[src/rtl/figure2_40_42_mux.sv]
// figure2_40_42_mux: two equivalent 2:1 mux forms, a registered copy, a disagreement flag and a select-toggle counter
//   clk        rising-edge clock
//   rst_n      asynchronous active-low reset
//   x1, x2     data inputs (x1 when s=0, x2 when s=1)
//   s          select, shared by all bits
//   f2_40      AND/OR/NOT mux output
//   f2_42      conditional-select mux output
//   f_q        f2_42 registered
//   mismatch   sticky flag, set when the two mux forms disagree on an edge
//   s_toggles  saturating count of edge-sampled changes of s
module figure2_40_42_mux #(
  parameter int WIDTH = 1,
  parameter int CNT_W = 8
) (
  input  logic             clk,
  input  logic             rst_n,
  input  logic [WIDTH-1:0] x1,
  input  logic [WIDTH-1:0] x2,
  input  logic             s,
  output logic [WIDTH-1:0] f2_40,
  output logic [WIDTH-1:0] f2_42,
  output logic [WIDTH-1:0] f_q,
  output logic             mismatch,
  output logic [CNT_W-1:0] s_toggles
);
  logic [WIDTH-1:0] w_s_vec;
  logic             w_toggle;
  logic [WIDTH-1:0] r_f_q;
  logic             r_mismatch;
  logic             r_s_prev;
  logic [CNT_W-1:0] r_cnt;
  assign w_s_vec  = {WIDTH{s}};
  assign f2_40    = (~w_s_vec & x1) | (w_s_vec & x2);
  assign f2_42    = s ? x2 : x1;
  // only changes visible at the sampling edge count, and the counter sticks at all-ones
  assign w_toggle = (s != r_s_prev) && !(&r_cnt);
  always_ff @(posedge clk or negedge rst_n)
    if (!rst_n) begin
      r_f_q      <= '0;
      r_mismatch <= 1'b0;
      r_s_prev   <= 1'b0;
      r_cnt      <= '0;
    end else begin
      r_f_q      <= f2_42;
      r_mismatch <= r_mismatch | (|(f2_40 ^ f2_42));
      r_s_prev   <= s;
      r_cnt      <= w_toggle ? r_cnt + CNT_W'(1) : r_cnt;
    end
  assign f_q       = r_f_q;
  assign mismatch  = r_mismatch;
  assign s_toggles = r_cnt;
endmodule

[config.mk]
export PLATFORM = sky130hd
export DESIGN_NAME = figure2_40_42_mux
export DESIGN_NICKNAME = d
export VERILOG_FILES = /design/src/rtl/figure2_40_42_mux.sv
export SDC_FILE = /design/constraint.sdc
export NUM_CORES = 1
export LEC_CHECK = 0
export CAP_MARGIN = 15
export CORE_AREA = 5 5 42 44
export DETAILED_ROUTE_END_ITERATION = 12
export DIE_AREA = 0 0 47 49
export PLACE_DENSITY = 0.67
export SLEW_MARGIN = 20
export SYNTH_ARGS = -nofsm -noshare
export SYNTH_HDL_FRONTEND = slang
export SYNTH_SLANG_ARGS = --single-unit
[constraint.sdc]
create_clock -name clk -period 2.7 [get_ports clk]
set_input_delay 0.405 -clock clk [delete_from_list [all_inputs] [get_ports clk]]
set_output_delay 0.405 -clock clk [all_outputs]
set_load 0.1 [all_outputs]
==> metrics.md, run 1 <==
| Metric | Value |
|---|---|
| Compound-Gate Fraction of Synth Area | 10.5% |
| Mean post-synth cell area | 11.7 sq um |
| Die Ht | 49 um |
| Remaining antenna violation count | 0 |
| WS Path Type | input port to output pin |
| Core ar. | 1400 sq um |
| Inserted Clock Buffers | 3 |
| Synth Area in Adders | 2.55% |
| Post-synthesis cell count | 42 |
| Share of layout cells above drive strength 1 | 34.5% |
| Most frequent cells in the layout | buf_4, dfrtp_1, nand2_1 |
| Max stage delay cell, worst path | clkdlybuf4s50_1 |
| Yosys cell types | 22 |
| Vias per cell | 5.35 |
| CP delay by family, top | buffers and inverters |
| CTS tree | done |
| CP peak stage delay | 540 ps |
| 1st-pass router iterations | 4 |
| Hold/Removal Path Class | input port to async pin |
| Syn_nets | 48 |
| Vias in the first global route | 405 |
| Startpoint types | input port |
| Grt total ovfl | 0 |
| Synth Cell Area | 490 sq um |
| Post-CTS Resized | 0 |
| DRT iter0 DRCs | 4 |
| Row count | 14 |
| First-pass GRT wire length | 1660 um |
| Final setup margin | 725 ps |
| Mux cell area share after synthesis | 9.18% |
| Worst EP required | 2300 ps |
| Initial Utilization | 35.0% |
| WL final | 1010 um |
| Clock Skews | 1.01 ps |
| Post-DP HPWL | 766 um |
| Main combinational cell family by area after synthesis | simple AND/OR/NAND/NOR gates |
| Status | complete, no violations |
| I/O pin count | 17 |
| Max_cap viols | 0 |
| Htree depth | 1 |
| Reg-to-Reg Start | s_toggles[0] |
| Total inserted antenna cells | 0 |
| PortBufs | 15 |
| RSZ-0062 raised after global routing | false |
| Via count | 396 |
| Worst-path clk slew | 60 ps |
| Setup WS pre-CTS | 683 ps |
| Die Wd | 47 um |
| Crit share post-route | 73.2% |
| Wire per inst | 13.7 um |
| Total Neg Setup Slack | 0 ps |
| Min cycle time layout | 1980 ps |
| Worst-path fanout max | 3 |
| Fin. Hold Viols | 0 |
| Final core utilization | 45.7% |
| Clk_lat worst skew | 260 ps |
| Register area share after synthesis | 51.0% |
| Synth Area in XOR/XNOR | 8.67% |
| Synth Area in Simple Gates | 14.3% |
| Post-cts hold buffer count | 0 |
| Fmax | 0.506 GHz |
| Synth Warn # | 0 |
| RD Place Congestion | 0.727 |
| CP endpoint kind | output pin |
| Drt drc | 0 |
| Final Net Count | 66 |
| Pins Over Slew Limit | 0 |
| Die area | 2300 sq um |
| Commonest non-fill, non-tap cell in the layout | buf_4 |
| Clock sinks | 10 |
| Area grow syn2layout | 30.6% |
| Buf/Inv on CP | 2 |
| Crit-path cells | clkdlybuf4s50_1, mux2_2, buf_4 |
| Data arrival time of the critical path | 1570 ps |
| CTS Buffer Depth | 2 |
| Largest net degree at the start of global routing | 11 |
| Setup repair bufs after CTS | 0 |
| Beginning of the critical path | s |
| Final setup violating endpoints | 0 |
| Gr usage total | 10.4% |
| Seq cells post-synth | 10 |
| Root Driver | clkbuf_4 |
| Antenna violations before repair | 0 |
[sequential cells by signal, summed over array words and instances, names as in the netlist]
name,flops
r_s_prev,1
s_toggles,8
f_q,1
[kinds of logic (layout without fill, tap and decap cells)]
group / count (synthesis) / after routing
AND/OR/NAND/NOR: 12 / 12
flip-flops: 10 / 10
AO/OA/AOI/OAI: 8 / 8
XOR/XNOR: 4 / 4
multiplexers: 4 / 4
buffers and inverters: 2 / 18
adder cells (fa/ha/maj): 1 / 1
other: 1 / 1
[stage by stage]
stage               hold WS (ps)  cell area, sq um  cells
floorplan                    109               490     42
global placement             507               618     71
detailed placement           504               618     71
CTS                          474               641     74
global route                 501               641     74
finish                       453               641     74
[Yosys cell counts]
master / n / area, sq um
a41oi_1: 1 / 8.76
nand4_1: 1 / 6.26
and4_1: 1 / 8.76
nor2_1: 2 / 7.51
a31oi_1: 2 / 12.5
o21bai_1: 1 / 7.51
buf_4: 2 / 15.0
mux2_1: 1 / 11.3
a21oi_1: 1 / 5.00
o21ai_1: 1 / 5.00
nor2b_1: 1 / 6.26
nor3_2: 1 / 10.0
dfrtp_1: 10 / 250
xor2_2: 1 / 16.3
ha_1: 1 / 12.5
o21ai_0: 1 / 5.00
a21boi_1: 1 / 7.51
nand4_2: 1 / 12.5
mux2_2: 3 / 33.8
nand2_1: 5 / 18.8
xnor2_1: 3 / 26.3
conb_1: 1 / 3.75
[routing by layer]
metal	routed length (um)	GRT usage [%]	vias to the layer above
met4	26	6.91	0
met2	490	15.4	22
met5	0	0	-
met3	98	4.43	4
met1	395	11.8	192
li1	-	-	178
[worst paths after layout]
check / endpoint / slack (ps) / depth (start not counted)
max: f2_42 / 720 / 3
max in group asynchronous: s_toggles[0] / 1940 / 1
min in group clk: s_toggles[4] / 510 / 1
min reg2reg: s_toggles[4] / 510 / 1
max reg2reg: s_toggles[1] / 1200 / 4
min: s_toggles[7] / 450 / 1
[layout make-up]
class / count / area (sq um)
repair buffers: 15 / 123
clock buffers: 3 / 22.5
fillers: 141 / 761
multi-input cells: 30 / 225
flip-flops and latches: 10 / 250
well taps: 16 / 20.0
Power of run 1 is not shown: default switching activity piles up to over one toggle a cycle in this logic, so the estimate is an artifact.
==> run 2: changes to the inputs <==
clock period = 1.83 ns   (was 2.7 ns; I/O delays follow)
==> run 2 against run 1 <==
Compared with the run above:
- register-to-register slack worse by 890 ps
- critical path type unchanged
- via count is 2.5% lower
- highest routed layer unchanged
- cell count increased by 4.1%
- core utilization up 10 points
- largest cell class unchanged
- critical endpoint unchanged
- clock-buffer cell count grew 1
- worst setup slack lost 590 ps
- worst hold slack got worse by 130 ps
- clock skew is 0.83 ps higher
==> metrics.md, run 2 (synthesized netlist as in run 1, its figures left out) <==
| Metric | Value |
|---|---|
| Grt total ovfl | 0 |
| Clk_lat worst skew | 270 ps |
| PortBufs | 15 |
| CTS Buffer Depth | 2 |
| Initial Utilization | 35.0% |
| Fmax | 0.591 GHz |
| Max reg flops | 8 |
| WS Path Type | input port to output pin |
| Post-cts hold buffer count | 0 |
| Status | complete, no violations |
| Most frequent cells in the layout | buf_12, dfrtp_2, nand2_1 |
| Via count | 386 |
| Buf/Inv on CP | 2 |
| Clock sinks | 10 |
| Antenna violations before repair | 0 |
| Vias in the first global route | 406 |
| Worst path depth | 3 |
| Share of layout cells above drive strength 1 | 49.2% |
| Area grow syn2layout | 59.4% |
| Root Driver | clkbuf_4 |
| WL final | 991 um |
| Gr usage total | 11.3% |
| Worst-path clk slew | 70 ps |
| Die Ht | 49 um |
| Worst-path fanout max | 3 |
| Final setup violating endpoints | 0 |
| Crit-path cells | clkdlybuf4s50_1, mux2_2, buf_12 |
| Die area | 2300 sq um |
| Setup repair bufs after CTS | 0 |
| 1st-pass router iterations | 4 |
| Remaining antenna violation count | 0 |
| Vias per cell | 5.01 |
| Total Neg Setup Slack | 0 ps |
| DRT iter0 DRCs | 7 |
| Fin. Hold Viols | 0 |
| RD Place Congestion | 0.721 |
| Clock Skews | 1.84 ps |
| Startpoint types | input port |
| CP endpoint kind | output pin |
| I/O pin count | 17 |
| CP delay by family, top | buffers and inverters |
| Max stage delay cell, worst path | clkdlybuf4s50_1 |
| Pins Over Slew Limit | 0 |
| Wire per inst | 12.9 um |
| Data arrival time of the critical path | 1420 ps |
| RSZ-0062 raised after global routing | false |
| Drt drc | 0 |
| Crit share post-route | 92.5% |
| Largest net degree at the start of global routing | 11 |
| Inserted Clock Buffers | 3 |
| Min cycle time layout | 1690 ps |
| CTS tree | done |
| Post-DP HPWL | 792 um |
| Die Wd | 47 um |
| Worst R2R Path Depth | 4 |
| Final Net Count | 68 |
| Worst EP required | 1560 ps |
| Total inserted antenna cells | 0 |
| Core ar. | 1400 sq um |
| Commonest non-fill, non-tap cell in the layout | buf_12 |
| CP peak stage delay | 540 ps |
| Htree depth | 1 |
| Post-CTS Resized | 0 |
| Hold/Removal Path Class | input port to async pin |
| Max_cap viols | 0 |
| Row count | 14 |
| First-pass GRT wire length | 1840 um |
run 2: final timing paths:
path,start,endpoint,slack (ps)
setup / recovery,s,f2_42,140
hold / removal,rst_n,s_toggles[4],320
setup reg to reg,s_toggles[0],s_toggles[1],310
hold reg to reg,s_toggles[4],s_toggles[4],520
max in group asynchronous,rst_n,s_toggles[6],1160
min in group clk,s_toggles[4],s_toggles[4],520
run 2: layout make-up:
| cell class | instances | area, sq um |
|---|---|---|
| Fill cell | 131 | 619 |
| Tap cell | 16 | 20.0 |
| Sequential cell | 10 | 260 |
| Multi-Input combinational cell | 30 | 225 |
| Clock buffer | 4 | 26.3 |
| Timing Repair Buffer | 17 | 250 |
run 2: metal layers:
layer,GRT usage (%),wire length [um],vias up
met2,15.2,443,16
met5,0,0,-
met3,3.32,74,5
met1,14.7,437,180
met4,8.29,36,0
li1,-,-,185
run 2: worst register-to-register path, cell delays in order, from the launching register on:
cell     delay (ps)
dfrtp_2         430
ha_1            230
nand2_1         140
o21ai_1         250
mux2_2          360
run 2: stage by stage:
step	worst slack [ps]	instances	hold slack [ps]	area, sq um	utilization (%)
final	137	77	324	782	55.8
after floorplan	44.5	42	-21.1	500	-
after detailed placement	9.41	73	520	756	53.9
after CTS	128	77	340	782	55.8
after global routing	114	77	375	782	55.8
after global placement	43.3	73	515	756	53.9
Power of run 2 is left out for the same reason.
==> run 3: changes to the inputs <==
CELL_PAD_IN_SITES_DETAIL_PLACEMENT = 0   (was not set)
CELL_PAD_IN_SITES_GLOBAL_PLACEMENT = 1   (was not set)
CORE_AREA = not set   (was 5 5 42 44)
CORE_ASPECT_RATIO = 1.1   (was not set)
CORE_MARGIN = 5   (was not set)
CORE_UTILIZATION = 32   (was not set)
DIE_AREA = not set   (was 0 0 47 49)
PLACE_DENSITY = not set   (was 0.67)
PLACE_DENSITY_LB_ADDON = 0.1   (was not set)
TNS_END_PERCENT = 30   (was not set)
==> run 3 against run 2 <==
Compared with the run above:
- clock-buffer cell count did not move
- sequential share of layout area shrank 0.11 points
- flip-flop and latch count did not move
- first-iteration DRC count is 29% lower
- largest cell class unchanged
==> metrics.md, run 3 (synthesized netlist as in run 1, its figures left out) <==
| Metric | Value |
|---|---|
| Via count | 378 |
| Worst EP required | 1560 ps |
| Vias in the first global route | 376 |
| Fmax | 0.591 GHz |
| Setup WS pre-CTS | 41.8 ps |
| Fin. Hold Viols | 0 |
| Worst-path fanout max | 3 |
| Vias per cell | 4.97 |
| Worst-path clk slew | 70 ps |
| Max reg flops | 8 |
| FF+latch area | 260 sq um |
| Total inserted antenna cells | 0 |
| CTS Buffer Depth | 2 |
| Area grow syn2layout | 59.9% |
| Crit-path cells | clkdlybuf4s50_1, mux2_2, buf_12 |
| First-pass GRT wire length | 1550 um |
| Data arrival time of the critical path | 1420 ps |
| Final Net Count | 67 |
| Htree depth | 1 |
| Core ar. | 1420 sq um |
| Post-DP HPWL | 807 um |
| CTS tree | done |
| 1st-pass router iterations | 2 |
| PortBufs | 15 |
| Antenna violations before repair | 0 |
| RD Place Congestion | 0.707 |
| Remaining antenna violation count | 0 |
| Clk_lat worst skew | 270 ps |
| Hold Slack | 318 ps |
| Startpoint types | input port |
| Die Ht | 51.1 um |
| Share of layout cells above drive strength 1 | 50.0% |
| Largest net degree at the start of global routing | 11 |
| WL final | 972 um |
| Min cycle time layout | 1690 ps |
| CP peak stage delay | 540 ps |
| Clock Skews | 3.88 ps |
| Setup repair bufs after CTS | 0 |
| Row count | 14 |
| WS Path Type | input port to output pin |
| DRT iter0 DRCs | 5 |
| CP endpoint kind | output pin |
| Grt total ovfl | 0 |
| Final setup margin | 138 ps |
| Final setup violating endpoints | 0 |
| Root Driver | clkbuf_4 |
| Total Neg Setup Slack | 0 ps |
| Initial Utilization | 34.6% |
| Drt drc | 0 |
| RSZ-0062 raised after global routing | false |
| Hold/Removal Path Class | input port to async pin |
| Max_cap viols | 0 |
| I/O pin count | 17 |
| Die Wd | 47.3 um |
| Area of the multi-input gates | 225 sq um |
| Most frequent cells in the layout | buf_12, dfrtp_2, nand2_1 |
| Crit share post-route | 92.5% |
| # fillers | 119 |
| Wire per inst | 12.8 um |
| Post-cts hold buffer count | 0 |
| Clock sinks | 10 |
| Gr usage total | 9.30% |
| Pins Over Slew Limit | 0 |
| Commonest non-fill, non-tap cell in the layout | buf_12 |
| Die area | 2420 sq um |
| Worst R2R Path Depth | 4 |
| Inserted Clock Buffers | 3 |
| Post-CTS Resized | 0 |
| Status | complete, no violations |
| Max stage delay cell, worst path | clkdlybuf4s50_1 |
==> run 3: changes by cell type in the layout (fill, tap and decap cells not counted), sizes merged <==
cell	previous run	this run
buf	13	12
==> run 3: critical path: cells and delay by family <==
| kind | cells | cell delay (ps) |
|---|---|---|
| buf+inv | 2 | 720 |
| mux | 1 | 420 |
==> run 3: path summary, 6_finish.rpt <==
check | startpoint | endpoint | slack (ps)
worst max-delay path | s | f2_40 | 140
max in group asynchronous | rst_n | s_toggles[0] | 1180
worst max register to register | s_toggles[0] | s_toggles[1] | 330
worst min-delay path | rst_n | r_s_prev | 320
worst min register to register | s_toggles[4] | s_toggles[4] | 530
min in group clk | s_toggles[4] | s_toggles[4] | 530
==> run 3: final cells by class <==
type,instances,area share (%)
Clock buffer,4,4.63
Tap cell,16,2.55
Timing Repair Buffer,16,30.9
Multi-Input combinational cell,30,28.7
Sequential cell,10,33.2
==> run 3: metal layers <==
metal / vias to the layer above / global-route usage (%) / routed length, um
li1: 183 / - / -
met1: 176 / 11.5 / 404
met2: 15 / 12.7 / 459
met3: 4 / 3.51 / 95
met4: 0 / 6.91 / 13
met5: - / 0 / 0
==> run 3: per-stage QoR <==
stage,cell area (sq um),util [%],instances
2_1_floorplan,500,-,42
3_3_place_gp,748,52.7,72
5_1_grt,785,55.3,76
3_5_place_dp,748,52.7,72
4_1_cts,785,55.3,76
6_report,785,55.3,76
Power of run 3 is left out for the same reason.
